## src/rtl/alu_issue_ctrl_if.sv

```systemverilog
// Issue/writeback controller bus: instruction handshake, ALU link, host port.
// master = core/ALU side, slave = alu_issue_ctrl.
interface alu_issue_ctrl_if #(
    parameter int DATA_W = 16,
    parameter int AW     = 3
);
    logic              instr_valid;
    logic              instr_ready;
    logic [2:0]        instr_op;
    logic [AW-1:0]     instr_dst;
    logic [AW-1:0]     instr_srca;
    logic [AW-1:0]     instr_srcb;

    logic [DATA_W-1:0] alu_in1;
    logic [DATA_W-1:0] alu_in2;
    logic [2:0]        alu_op;
    logic [DATA_W-1:0] alu_result;
    logic              alu_z;

    logic              done;
    logic              err;
    logic              zero_flag;

    logic              host_we;
    logic [AW-1:0]     host_addr;
    logic [DATA_W-1:0] host_wdata;
    logic [AW-1:0]     host_raddr;
    logic [DATA_W-1:0] host_rdata;

    modport master (
        output instr_valid, instr_op, instr_dst, instr_srca, instr_srcb,
        output alu_result, alu_z,
        output host_we, host_addr, host_wdata, host_raddr,
        input  instr_ready, alu_in1, alu_in2, alu_op,
        input  done, err, zero_flag, host_rdata
    );

    modport slave (
        input  instr_valid, instr_op, instr_dst, instr_srca, instr_srcb,
        input  alu_result, alu_z,
        input  host_we, host_addr, host_wdata, host_raddr,
        output instr_ready, alu_in1, alu_in2, alu_op,
        output done, err, zero_flag, host_rdata
    );
endinterface

```

## src/rtl/alu_issue_ctrl.sv

```systemverilog
// Issue/writeback controller around a registered 16-bit ALU.
// One instruction per four cycles: accept, ALU result, ALU z flag, writeback.
module alu_issue_ctrl #(
    parameter int DATA_W = 16,
    parameter int NREGS  = 8,
    parameter int AW     = 3
) (
    input  logic           clock,
    input  logic           reset_n,
    alu_issue_ctrl_if.slave bus
);

    typedef enum logic [1:0] {
        IDLE = 2'd0,
        OP   = 2'd1,
        RES  = 2'd2,
        WB   = 2'd3
    } state_t;

    state_t            state;
    state_t            state_nxt;

    logic              ready;
    logic              done;
    logic              err;
    logic              accept;
    logic              op_legal;
    logic              legal_q;
    logic [AW-1:0]     dst_q;
    logic              wb_we;
    logic              host_blocked;

    logic [DATA_W-1:0] in1_q;
    logic [DATA_W-1:0] in2_q;
    logic [2:0]        op_q;
    logic              zero_q;

    logic [DATA_W-1:0] regs [NREGS];

    assign accept = bus.instr_valid && ready;
    assign wb_we  = (state == WB) && legal_q;

    always_comb begin
        op_legal = 1'b0;
        unique case (1'b1)
            (bus.instr_op == 3'd1): op_legal = 1'b1;
            (bus.instr_op == 3'd2): op_legal = 1'b1;
            (bus.instr_op == 3'd3): op_legal = 1'b1;
            default:                op_legal = 1'b0;
        endcase
    end

    always_ff @(posedge clock or negedge reset_n) begin
        if (!reset_n) begin
            state <= IDLE;
        end else begin
            state <= state_nxt;
        end
    end

    always_comb begin
        state_nxt = state;
        unique case (state)
            IDLE: if (accept) state_nxt = OP;
            OP:   state_nxt = RES;
            RES:  state_nxt = WB;
            WB:   state_nxt = IDLE;
            default: state_nxt = IDLE;
        endcase
    end

    always_comb begin
        ready = 1'b0;
        done  = 1'b0;
        err   = 1'b0;
        unique case (state)
            IDLE: ready = 1'b1;
            WB: begin
                done = 1'b1;
                err  = ~legal_q;
            end
            default: ;
        endcase
    end

    // Operands are snapshotted at accept; alu_op drops after one cycle so the ALU holds.
    always_ff @(posedge clock or negedge reset_n) begin
        if (!reset_n) begin
            in1_q   <= '0;
            in2_q   <= '0;
            op_q    <= '0;
            dst_q   <= '0;
            legal_q <= 1'b0;
            zero_q  <= 1'b0;
        end else begin
            if (accept) begin
                in2_q   <= regs[bus.instr_srca];
                in1_q   <= regs[bus.instr_srcb];
                op_q    <= op_legal ? bus.instr_op : 3'd0;
                dst_q   <= bus.instr_dst;
                legal_q <= op_legal;
            end else if (state == OP) begin
                op_q <= 3'd0;
            end
            if (wb_we) begin
                zero_q <= ~bus.alu_z;
            end
        end
    end

    // Writeback takes priority over a host write to the same register.
    assign host_blocked = wb_we && (bus.host_addr == dst_q);

    always_ff @(posedge clock or negedge reset_n) begin
        if (!reset_n) begin
            for (int i = 0; i < NREGS; i++) begin
                regs[i] <= '0;
            end
        end else begin
            if (bus.host_we && !host_blocked) begin
                regs[bus.host_addr] <= bus.host_wdata;
            end
            if (wb_we) begin
                regs[dst_q] <= bus.alu_result;
            end
        end
    end

    assign bus.instr_ready = ready;
    assign bus.done        = done;
    assign bus.err         = err;
    assign bus.alu_in1     = in1_q;
    assign bus.alu_in2     = in2_q;
    assign bus.alu_op      = op_q;
    assign bus.zero_flag   = zero_q;
    assign bus.host_rdata  = regs[bus.host_raddr];

endmodule

```

## src/flat_wrapper.sv

```systemverilog
// flat-port wrapper written by rule: the top's interface ports become plain ports
module alu_issue_ctrl_flat 
#(
    parameter int DATA_W = 16,
    parameter int NREGS  = 8,
    parameter int AW     = 3
)
  (clock, reset_n, bus_instr_valid, bus_instr_op, bus_instr_dst, bus_instr_srca, bus_instr_srcb, bus_alu_result, bus_alu_z, bus_host_we, bus_host_addr, bus_host_wdata, bus_host_raddr, bus_instr_ready, bus_alu_in1, bus_alu_in2, bus_alu_op, bus_done, bus_err, bus_zero_flag, bus_host_rdata);
  alu_issue_ctrl_if #(.DATA_W(DATA_W), .AW(AW)) bus_i ();
  input  logic clock;
  input  logic reset_n;
  input wire logic [$bits(bus_i.instr_valid)-1:0] bus_instr_valid;
  input wire logic [$bits(bus_i.instr_op)-1:0] bus_instr_op;
  input wire logic [$bits(bus_i.instr_dst)-1:0] bus_instr_dst;
  input wire logic [$bits(bus_i.instr_srca)-1:0] bus_instr_srca;
  input wire logic [$bits(bus_i.instr_srcb)-1:0] bus_instr_srcb;
  input wire logic [$bits(bus_i.alu_result)-1:0] bus_alu_result;
  input wire logic [$bits(bus_i.alu_z)-1:0] bus_alu_z;
  input wire logic [$bits(bus_i.host_we)-1:0] bus_host_we;
  input wire logic [$bits(bus_i.host_addr)-1:0] bus_host_addr;
  input wire logic [$bits(bus_i.host_wdata)-1:0] bus_host_wdata;
  input wire logic [$bits(bus_i.host_raddr)-1:0] bus_host_raddr;
  output wire logic [$bits(bus_i.instr_ready)-1:0] bus_instr_ready;
  output wire logic [$bits(bus_i.alu_in1)-1:0] bus_alu_in1;
  output wire logic [$bits(bus_i.alu_in2)-1:0] bus_alu_in2;
  output wire logic [$bits(bus_i.alu_op)-1:0] bus_alu_op;
  output wire logic [$bits(bus_i.done)-1:0] bus_done;
  output wire logic [$bits(bus_i.err)-1:0] bus_err;
  output wire logic [$bits(bus_i.zero_flag)-1:0] bus_zero_flag;
  output wire logic [$bits(bus_i.host_rdata)-1:0] bus_host_rdata;
  assign bus_i.instr_valid = bus_instr_valid;
  assign bus_i.instr_op = bus_instr_op;
  assign bus_i.instr_dst = bus_instr_dst;
  assign bus_i.instr_srca = bus_instr_srca;
  assign bus_i.instr_srcb = bus_instr_srcb;
  assign bus_i.alu_result = bus_alu_result;
  assign bus_i.alu_z = bus_alu_z;
  assign bus_i.host_we = bus_host_we;
  assign bus_i.host_addr = bus_host_addr;
  assign bus_i.host_wdata = bus_host_wdata;
  assign bus_i.host_raddr = bus_host_raddr;
  assign bus_instr_ready = bus_i.instr_ready;
  assign bus_alu_in1 = bus_i.alu_in1;
  assign bus_alu_in2 = bus_i.alu_in2;
  assign bus_alu_op = bus_i.alu_op;
  assign bus_done = bus_i.done;
  assign bus_err = bus_i.err;
  assign bus_zero_flag = bus_i.zero_flag;
  assign bus_host_rdata = bus_i.host_rdata;
  alu_issue_ctrl #(.DATA_W(DATA_W), .NREGS(NREGS), .AW(AW)) u_core (.clock(clock), .reset_n(reset_n), .bus(bus_i));
endmodule
```

## config.mk

```make
export PLATFORM = sky130hd
export DESIGN_NAME = alu_issue_ctrl_flat
export DESIGN_NICKNAME = d
export VERILOG_FILES = /design/src/rtl/alu_issue_ctrl_if.sv /design/src/rtl/alu_issue_ctrl.sv /design/src/flat_wrapper.sv
export SDC_FILE = /design/constraint.sdc
export NUM_CORES = 1
export LEC_CHECK = 0
export BUFFER_PORTS_ARGS = -buffer_cell sky130_fd_sc_hd__buf_4
export CAP_MARGIN = 20
export CORE_ASPECT_RATIO = 1.2
export CORE_MARGIN = 2
export CORE_UTILIZATION = 55
export DETAILED_ROUTE_END_ITERATION = 6
export PLACE_DENSITY = 0.72
export SETUP_SLACK_MARGIN = 0.3
export SYNTH_ARGS = -nofsm -noshare
export SYNTH_HDL_FRONTEND = slang
export SYNTH_SLANG_ARGS = --single-unit
```

## constraint.sdc

```tcl
create_clock -name clock -period 4.24 [get_ports clock]
set_clock_uncertainty 0.1 [all_clocks]
set_input_delay 0.636 -clock clock [delete_from_list [all_inputs] [get_ports clock]]
set_output_delay 0.636 -clock clock [all_outputs]
set_load 0.02 [all_outputs]
```

==> key figures <==
Yosys
  • Post-synthesis sequential area ratio: 39.4%
  • Compound-Gate Fraction of Synth Area: ~16%
  • Yosys reg bits: 170
  • Post-synthesis net count: 1172
  • Xor/xnor share of the synthesized area: 0.255%
  • Synth Area in Adders: less than 1%
  • Post-synth EDFFs: 0
  • Syn_area_per_cell: ~9.7 um^2
  • Main flop type after synthesis: dfrtp_1
  • Gate Count Post-Synth: 1113
  • Synth Area in Simple Gates: between 15 and 20%
  • Yosys cell types: 36
  • Netlist Area Pre-Place: roughly 11000 um^2
  • YS warnings: 0
  • Largest family of logic cells by synthesized area: multiplexers
  • Ys async rst share: 100%
  • Mux cell area share after synthesis: 20.9%

Clock network
  • CTS H-Tree Depth: 4
  • CTS root buffer: clkbuf_16
  • Number of post-CTS setup repair buffers: 0
  • Hold buffers post-CTS: 0
  • Worst-skew pair later-pin latency: 0.44 ns
  • Clk slew on worst S/H paths: around 0.070 ns
  • CTS buffer count: 17
  • PostCTS Resize Cnt: 0
  • Clk sinks: 170
  • Maximum clock path buffer count: 2
  • TritonCTS clock tree: done

Drt
  • WL per Instance: roughly 26 um
  • 1st-iter DRT viols: 1410
  • DRC Markers: 0
  • Vias per cell: 7.20
  • Routed wl met3: 4.68 mm
  • Final wirelength: 37.1 mm
  • Top Metal Used: met5
  • Met2 wire length: approximately 17 mm
  • Vias: 10200
  • WL met1: around 15 mm
  • TritonRoute pass-1 iters: 6
  • Routed Antenna Nets: 0

Timing
  • Worst slew margin: 17.7%
  • Final period util: 70.3%
  • Setup tns final: 0 ns
  • Worst Max-Slew Pin Slew: 1.23 ns
  • Slew Viols, Final: 0
  • Final setup violation count: 0
  • Unrepaired setup endpoints after global routing: false
  • Final hold vios: 0
  • Tmin final: 2.98 ns
  • Fmax: 335 MHz
  • Final hold slack: 0.189 ns

Worst setup path
  • Most used cell along the critical path: buf_4
  • Crit path kind: input port to output port
  • Setup crit end kind: output port
  • Critical path fanouts, max: 32
  • Slowest CP cell: mux4_2
  • Reg2Reg Depth: 3
  • Slowest stage delay, CP: 0.58 ns
  • Startpoint type of the worst setup path: input port
  • WP data arrival: 2.25 ns
  • Crit-path cells: buf_4 -> mux4_2 -> mux2_2 -> buf_4
  • Worst Path Required: 3.50 ns

Layout
  • Filler cell count: roughly 1600
  • N_diodes: 0
  • Final #Nets: 1199
  • Fraction of layout cells with a size suffix above 1: 20.1%
  • Core Util, Final: a little over three fifths
  • Layout area overhead: 12.9%

Placed design
  • HPWL Detailed: about 23 mm
  • Port buffer count: roughly 110
  • Routability cong.: 0.893

Global routing
  • Initial antenna violation count: 1
  • Total Routing Usage GR: ~35%
  • Largest net degree at the start of global routing: between 90 and 100
  • First-pass GRT wire length: 55.8 mm
  • Vias in the first global route: ~9500
  • Total grt overflow: 0

Floorplan
  • Initial core utilization: 55.7%
  • Die Ht: 158 um
  • Die area: 20800 um^2
  • Core Box Area: 19400 um^2
  • Io pins: 110
  • Die width: between 100 and 150 um
  • FP Rows: 56

Power and ir drop
  • PD cells: around 670 nW/um^2
  • Static Leak: 5.76 nW
  • Maximum VDD drop: about 0.4 mV

Status
  • Run status: completed

Run
  • Maximum capacitance violations: 0

Min path
  • Worst hold path type: input port to asynchronous set/reset pin
## registers in the layout, summed over array words and instances, names as in the netlist
register and cells:
u_core.state 2, u_core.dst_q 3, u_core.legal_q 1, u_core.bus.alu_op 3, u_core.bus.zero_flag 1, u_core.bus.alu_in2 16, u_core.bus.alu_in1 16, u_core.regs 128
## final timing paths
| kind | to | from | slack [ns] |
|---|---|---|---|
| max reg2reg | u_core.regs[30] | u_core.legal_q | 1.33 |
| min | u_core.bus.alu_in1[1] | reset_n | 0.19 |
| max | bus_host_rdata[5] | bus_host_raddr[0] | 1.26 |
| max in group asynchronous | u_core.regs[6] | reset_n | 2.80 |
| min in group clock | u_core.legal_q | bus_instr_op[2] | 0.28 |
| min reg2reg | u_core.bus.alu_in2[12] | u_core.bus.alu_in2[12] | 0.37 |
## critical path: cells and delay by family
family / cells / cell delay [ns]
buffers and inverters: 2 / 0.69
multiplexers: 2 / 0.90
## cells in the mapped netlist, types with 9 or more instances
cell | n | area (um^2)
nand2_1 | 213 | 800
a22oi_1 | 60 | 450
o221ai_1 | 128 | 1120
mux2i_1 | 128 | 1280
buf_2 | 55 | 275
nand3_1 | 165 | 826
mux4_2 | 34 | 766
buf_4 | 9 | 67.6
dfrtp_1 | 170 | 4250
clkbuf_1 | 54 | 203
mux2_2 | 19 | 214
## cells by family (layout without fill, tap and decap cells)
family | after synthesis | in the layout
simple gates | 422 | 422
compound gates | 205 | 205
mux | 181 | 181
flops | 170 | 170
buf+inv | 130 | 170
fa+ha+maj | 4 | 4
xor+xnor | 1 | 1
## where the power goes
part,leakage (nW),internal (mW),switching [mW]
combinational,3.33,1.53,1.77
sequential,2.13,2.38,0.918
clock,0.291,0.898,0.712
## placed cells by master, fill, tap and decap left out, drive strengths merged, types with 3 or more instances in the layout
master / count
nand2: 213
dfrtp: 170
nand3: 165
buf: 134
mux2i: 128
o221ai: 128
a22oi: 60
mux4: 34
mux2: 19
clkbuf: 18
o21ai: 14
nor2: 8
nor2b: 8
inv: 8
nand4: 6
clkinv: 6
and2: 4
ha: 4
nor4bb: 3
and4b: 3
## area by class of cell
| type | instances | area, um^2 | area share [%] |
|---|---|---|---|
| tap | 261 | 327 | 2.68 |
| sequential | 170 | 4250 | 34.9 |
| inverter | 4 | 15.0 | 0.123 |
| clock buffer | 18 | 439 | 3.60 |
| clock inverter | 14 | 164 | 1.34 |
| multi-input combinational | 813 | 5970 | 48.9 |
| timing repair buffer | 134 | 1030 | 8.44 |
## stage by stage
stage | setup WS (ns) | power (mW) | cell area (um^2) | cells
finish | 1.26 | 8.21 | 12200 | 1414
global route | 1.20 | 8.62 | 12200 | 1414
CTS | 1.26 | 8.10 | 12200 | 1413
detailed placement | 1.26 | 6.49 | 11600 | 1381
global placement | 1.28 | 6.36 | 11600 | 1381
floorplan | 1.68 | 5.30 | 10800 | 1113
## per-layer routing
metal / track usage, % / vias up
met2: 54.2 / 801
li1: - / 4289
met5: 0 / -
met3: 9.73 / 126
met4: 13.6 / 2
met1: 48.3 / 4961
No activity file was read; power rests on OpenSTA's default activity.
